===== config.mk =====
export PLATFORM = sky130hd
export DESIGN_NAME = nbit_serial_subtractor
export DESIGN_NICKNAME = d
export VERILOG_FILES = /design/src/rtl/nbit_serial_subtractor_pkg.sv /design/src/rtl/full_subtractor_1bit.sv /design/src/rtl/nbit_serial_subtractor.sv
export SDC_FILE = /design/constraint.sdc
export NUM_CORES = 1
export LEC_CHECK = 0
export CORE_MARGIN = 4
export CORE_UTILIZATION = 42
export DETAILED_ROUTE_END_ITERATION = 10
export GPL_TIMING_DRIVEN = 1
export PLACE_DENSITY = 0.69
export RECOVER_POWER = 100
export SYNTH_ARGS = -nofsm -noshare
export SYNTH_HDL_FRONTEND = slang
export SYNTH_SLANG_ARGS = --single-unit

===== constraint.sdc =====
create_clock -name clk -period 1.38 [get_ports clk]
set_input_delay 0.138 -clock clk [delete_from_list [all_inputs] [get_ports clk]]
set_output_delay 0.138 -clock clk [all_outputs]
set_load 0.02 [all_outputs]

===== src/rtl/nbit_serial_subtractor_pkg.sv =====
// ----------------------------------------------------------------------------
// sub_pkg
// Shared definitions for the bit-serial subtractor:
//   state_t    - controller states (IDLE, SHIFT, DONE)
//   cnt_width  - width of the bit counter, clog2(width+1), so the counter can
//                represent every value from 0 up to width without wrapping
// ----------------------------------------------------------------------------
package sub_pkg;

    typedef enum logic [1:0] {
        IDLE  = 2'd0,
        SHIFT = 2'd1,
        DONE  = 2'd2
    } state_t;

    function automatic int cnt_width(input int width);
        return $clog2(width + 1);
    endfunction

endpackage


===== src/rtl/full_subtractor_1bit.sv =====
// ----------------------------------------------------------------------------
// full_subtractor_1bit
// Purely combinational one-bit full subtractor: x - y - bi.
// Ports:
//   x   in   minuend bit
//   y   in   subtrahend bit
//   bi  in   borrow-in
//   d   out  difference bit
//   bo  out  borrow-out
// A half subtractor is obtained by tying bi to 0.
// ----------------------------------------------------------------------------
module full_subtractor_1bit (
    input  logic x,
    input  logic y,
    input  logic bi,
    output logic d,
    output logic bo
);

    assign d  = x ^ y ^ bi;
    // Borrow when x < y, or when x == y and a borrow is already pending.
    assign bo = (~x & y) | (~(x ^ y) & bi);

endmodule


===== src/rtl/nbit_serial_subtractor.sv =====
// ----------------------------------------------------------------------------
// nbit_serial_subtractor
// Bit-serial subtractor computing {bout, diff} = a - b - bin, LSB first,
// reusing one full-subtractor cell over WIDTH cycles.
// Parameters:
//   WIDTH                operand/result width (2..32)
//   USE_FULL_SUBTRACTOR  1: bin seeds the borrow; 0: bin ignored, borrow starts at 0
// Ports:
//   clk    in   rising-edge clock
//   rst    in   asynchronous active-low reset
//   start  in   request pulse, only sampled in IDLE
//   a, b   in   minuend / subtrahend, captured on an accepted start
//   bin    in   borrow-in, captured on an accepted start
//   diff   out  registered difference, held until the next completion
//   bout   out  registered borrow-out, held until the next completion
//   busy   out  high while bits are being processed
//   done   out  one-cycle completion pulse
// ----------------------------------------------------------------------------
module nbit_serial_subtractor
    import sub_pkg::*;
#(
    parameter int WIDTH               = 4,
    parameter bit USE_FULL_SUBTRACTOR = 1'b1
) (
    input  logic             clk,
    input  logic             rst,
    input  logic             start,
    input  logic [WIDTH-1:0] a,
    input  logic [WIDTH-1:0] b,
    input  logic             bin,
    output logic [WIDTH-1:0] diff,
    output logic             bout,
    output logic             busy,
    output logic             done
);

    localparam int            CW       = cnt_width(WIDTH);
    localparam logic [CW-1:0] LAST_BIT = CW'(WIDTH - 1);

    state_t           state_reg;
    logic [WIDTH-1:0] a_sh_reg;
    logic [WIDTH-1:0] b_sh_reg;
    logic [WIDTH-1:0] res_reg;
    logic             brw_reg;
    logic [CW-1:0]    cnt_reg;
    logic [WIDTH-1:0] diff_reg;
    logic             bout_reg;
    logic             busy_reg;
    logic             done_reg;

    logic             cell_d;
    logic             cell_bo;
    logic [WIDTH-1:0] res_next;

    full_subtractor_1bit u_cell (
        .x  (a_sh_reg[0]),
        .y  (b_sh_reg[0]),
        .bi (brw_reg),
        .d  (cell_d),
        .bo (cell_bo)
    );

    // The newest bit enters at the MSB, so after WIDTH shifts the LSB
    // computed first has reached bit 0.
    assign res_next = {cell_d, res_reg[WIDTH-1:1]};

    always_ff @(posedge clk or negedge rst) begin
        if (!rst) begin
            state_reg <= IDLE;
            a_sh_reg  <= '0;
            b_sh_reg  <= '0;
            res_reg   <= '0;
            brw_reg   <= 1'b0;
            cnt_reg   <= '0;
            diff_reg  <= '0;
            bout_reg  <= 1'b0;
            busy_reg  <= 1'b0;
            done_reg  <= 1'b0;
        end else begin
            case (state_reg)
                IDLE: begin
                    if (start) begin
                        a_sh_reg  <= a;
                        b_sh_reg  <= b;
                        brw_reg   <= bin & USE_FULL_SUBTRACTOR;
                        res_reg   <= '0;
                        cnt_reg   <= '0;
                        busy_reg  <= 1'b1;
                        state_reg <= SHIFT;
                    end
                end
                SHIFT: begin
                    a_sh_reg <= a_sh_reg >> 1;
                    b_sh_reg <= b_sh_reg >> 1;
                    res_reg  <= res_next;
                    brw_reg  <= cell_bo;
                    cnt_reg  <= cnt_reg + CW'(1);
                    // Outputs only update here, so the previous result stays
                    // visible for the whole SHIFT phase.
                    if (cnt_reg == LAST_BIT) begin
                        diff_reg  <= res_next;
                        bout_reg  <= cell_bo;
                        busy_reg  <= 1'b0;
                        done_reg  <= 1'b1;
                        state_reg <= DONE;
                    end
                end
                DONE: begin
                    done_reg  <= 1'b0;
                    state_reg <= IDLE;
                end
                default: begin
                    busy_reg  <= 1'b0;
                    done_reg  <= 1'b0;
                    state_reg <= IDLE;
                end
            endcase
        end
    end

    assign diff = diff_reg;
    assign bout = bout_reg;
    assign busy = busy_reg;
    assign done = done_reg;

endmodule

==> impl_metrics.py <==
metrics = {
    "timing": {
        "setup-tns-final_ps": 0,
        "rsz0062_at_grt": "false",
        "finalCritPeriodShare": 0.959,
        "report.final.slew_viol_count": 0,
        "finalSetupViolCount": 0,
        "clock_skew_ps": 9.83,
        "relSlewSlack": 0.610,
        "max_freq_mhz": 756,
        "finalHoldViolCount": 0,
        "tightestPinTransition_ps": 585,
        "min_period_ps": 1320,
    },
    "cells_and_area": {
        "fillers": 198,
        "fin_nets": 134,
        "area_growth_pct": 28.5,
        "fin_cells": 145,
        "final_common_cell": "dfrtp_1",
        "multi_input_area_um2": 428,
        "final_core_util": 0.589,
        "area.sequential_um2": 602,
        "final_cell_mix": "dfrtp_1, clkdlybuf4s50_1, buf_4",
        "drive_above_1_share": 0.239,
        "diodes": 0,
    },
    "placement": {
        "io_buffers": 18,
        "gp_congestion": 0.747,
        "dp_hpwl_mm": 1.56,
        "place_inst": 140,
    },
    "critical_path": {
        "worstPathRequired_ps": 1570,
        "reg2reg_setup_slack_ps": 60,
        "crit_type": "register to register",
        "crit_end": "diff[0]$_DFFE_PN0P_",
        "r2r-end": "diff[0]$_DFFE_PN0P_",
        "slowest_delay_ps": 410,
        "crit_chain": "ha_2, ha_4, nand3b_4, mux2_2",
        "critPathCaptureType": "register",
        "regToRegStartpoint": "cnt_reg[0]$_DFFE_PN0P_",
        "start_kind": "register",
        "cp.arrival_ps": 1510,
        "crit_start": "cnt_reg[0]$_DFFE_PN0P_",
        "slowest_stage": "dfrtp_1",
        "crit_fanout": 5,
        "ff2ff_path_depth": 4,
    },
    "drt": {
        "firstDrtPassIters": 4,
        "drtIter0Drc": 10,
        "routedLengthMet1_um": 997,
        "routed_via_density": 5.34,
        "wl_met2_mm": 1.07,
        "top_layer": "met4",
        "vias": 774,
        "drc": 0,
        "wl_mm": 2.16,
        "wl_per_cell_um": 14.9,
        "met3_length_um": 60,
        "antenna_left": 0,
    },
    "outcome": {
        "run_status": "complete, no violations",
    },
    "global_routing": {
        "antenna_found_initial": 0,
        "overflow": 0,
        "grt_max_degree": 25,
        "grt_pass1_vias": 814,
        "grt_util_all_layers": 0.143,
        "grt_pass1_wl_mm": 3.77,
    },
    "clock_tree": {
        "cts-root-buf": "clkbuf_4",
        "cts_sinks": 24,
        "cts_buffers": 3,
        "path_clk_slew_ps": 120,
        "htree_levels": 1,
        "cts_hold_buf": 0,
        "clock_latency_ps": 300,
        "clockBufferDepth": 2,
        "cts_tree": "built",
    },
    "yosys": {
        "ys_ff_latch": 24,
        "synth_area_um2": 1060,
        "syn-num-nets": 101,
        "synth_seq_area_share": 0.565,
        "synth_top_area_share": 0.565,
        "yosys.area.top_type": "dfrtp_1",
        "syn_area_per_cell_um2": 12.4,
        "synth_area_leaders": "dfrtp_1, o221a_2, mux2_2, nand3b_1, a22o_1",
        "synthCells": 86,
        "yosysUniqueCellTypes": 25,
        "yosys_warnings": 0,
    },
    "die": {
        "dieArea_um2": 3400,
        "coreArea_um2": 2320,
        "die_w_um": 58.3,
        "initial_core_util": 0.458,
        "fp.dieH_um": 58.3,
        "pin_count": 19,
        "rows": 17,
    },
    "pwr": {
        "power_density_nw_per_um2": 2160,
        "irDropWorstVdd_mv": 1.26,
        "p_leak_uw": 0.000634,
    },
    "flow_run": {
        "drv_cap": 0,
    },
    "hold_path": {
        "hold_class": "input pin to asynchronous set/reset pin",
    },
}
[synthesized netlist by cell type]
cell type,number
a21oi_1,2
o221a_2,5
nand2_1,5
nand3b_1,5
mux2_2,4
buf_4,2
a222oi_1,1
a22o_1,4
o21bai_2,1
nand2b_1,1
dfrtp_1,24
nor2b_1,3
nor3_1,1
o21ba_2,1
ha_1,2
nor2_1,5
fa_1,1
o21ai_0,6
or2b_1,1
o22ai_1,2
buf_6,1
a211oi_1,1
nand3b_4,1
a21boi_0,1
inv_1,6
[per-stage QoR]
stage	hold WS (ps)	cell area [µm²]	total power (µW)	worst slack, ps
detailed placement	487	1330	2680	-12.8
CTS	177	1360	2950	17.0
floorplan	-158	1060	2130	31.1
global placement	464	1330	2640	32.7
finish	341	1370	2940	56.7
global route	376	1370	3180	10.6
[metal layers]
layer	GRT usage	up-vias
li1	-	375
met1	0.192	384
met2	0.234	11
met3	0.0241	4
met4	0.0497	0
met5	0	-
[area by class of cell]
class                      count  share of cell area
sequential                    24               0.441
multi-input combinational     53               0.313
timing repair buffer          31               0.187
tap                           28              0.0257
clock buffer                   3              0.0165
inverter                       6              0.0165
[timing repair]
| action | 4_1_cts | 5_1_grt |
|---|---|---|
| pin swaps | 0 | 1 |
| endpoints found under the setup margin | 11 | 5 |
| buffers inserted | 1 | 1 |
| gates resized for setup | 8 | 3 |
| gates cloned | 0 | 0 |
[power by group]
part	internal [µW]	total [µW]	leakage, µW	switching, µW
clock network	102	288	0.0000138	187
registers	1030	1250	0.000291	221
logic	741	1410	0.000329	667
total	1870	2940	0.000634	1070
[logic make-up (layout without fill, tap and decap cells)]
family / after synthesis / in the layout / share of synthesized area
AOI/OAI and AO/OA: 24 / 24 / 0.179
muxes: 4 / 4 / 0.0424
DFF: 24 / 24 / 0.565
buffers and inverters: 9 / 40 / 0.0459
and+or+nand+nor: 22 / 22 / 0.125
adders and majority gates: 3 / 3 / 0.0424
[worst min-delay path by stage]
| stage | start | end | cells after the start |
|---|---|---|---|
| 2_1_floorplan | rst | a_sh_reg[0]$_DFFE_PN0P_ | 0 |
| 3_3_place_gp | bout$_DFFE_PN0P_ | bout$_DFFE_PN0P_ | 2 |
| 3_5_place_dp | res_reg[1]$_DFFE_PN0P_ | res_reg[1]$_DFFE_PN0P_ | 1 |
| 4_1_cts | rst | a_sh_reg[2]$_DFFE_PN0P_ | 2 |
| 5_1_grt | rst | a_sh_reg[2]$_DFFE_PN0P_ | 2 |
| 6_report | rst | a_sh_reg[2]$_DFFE_PN0P_ | 2 |
[critical path: cells and delay by family (launching register included)]
family / cells / cell delay [ps]
mux: 1 / 340
simple gates: 1 / 100
fa+ha+maj: 2 / 370
flops: 1 / 410
(Power assumes the default switching activity.)
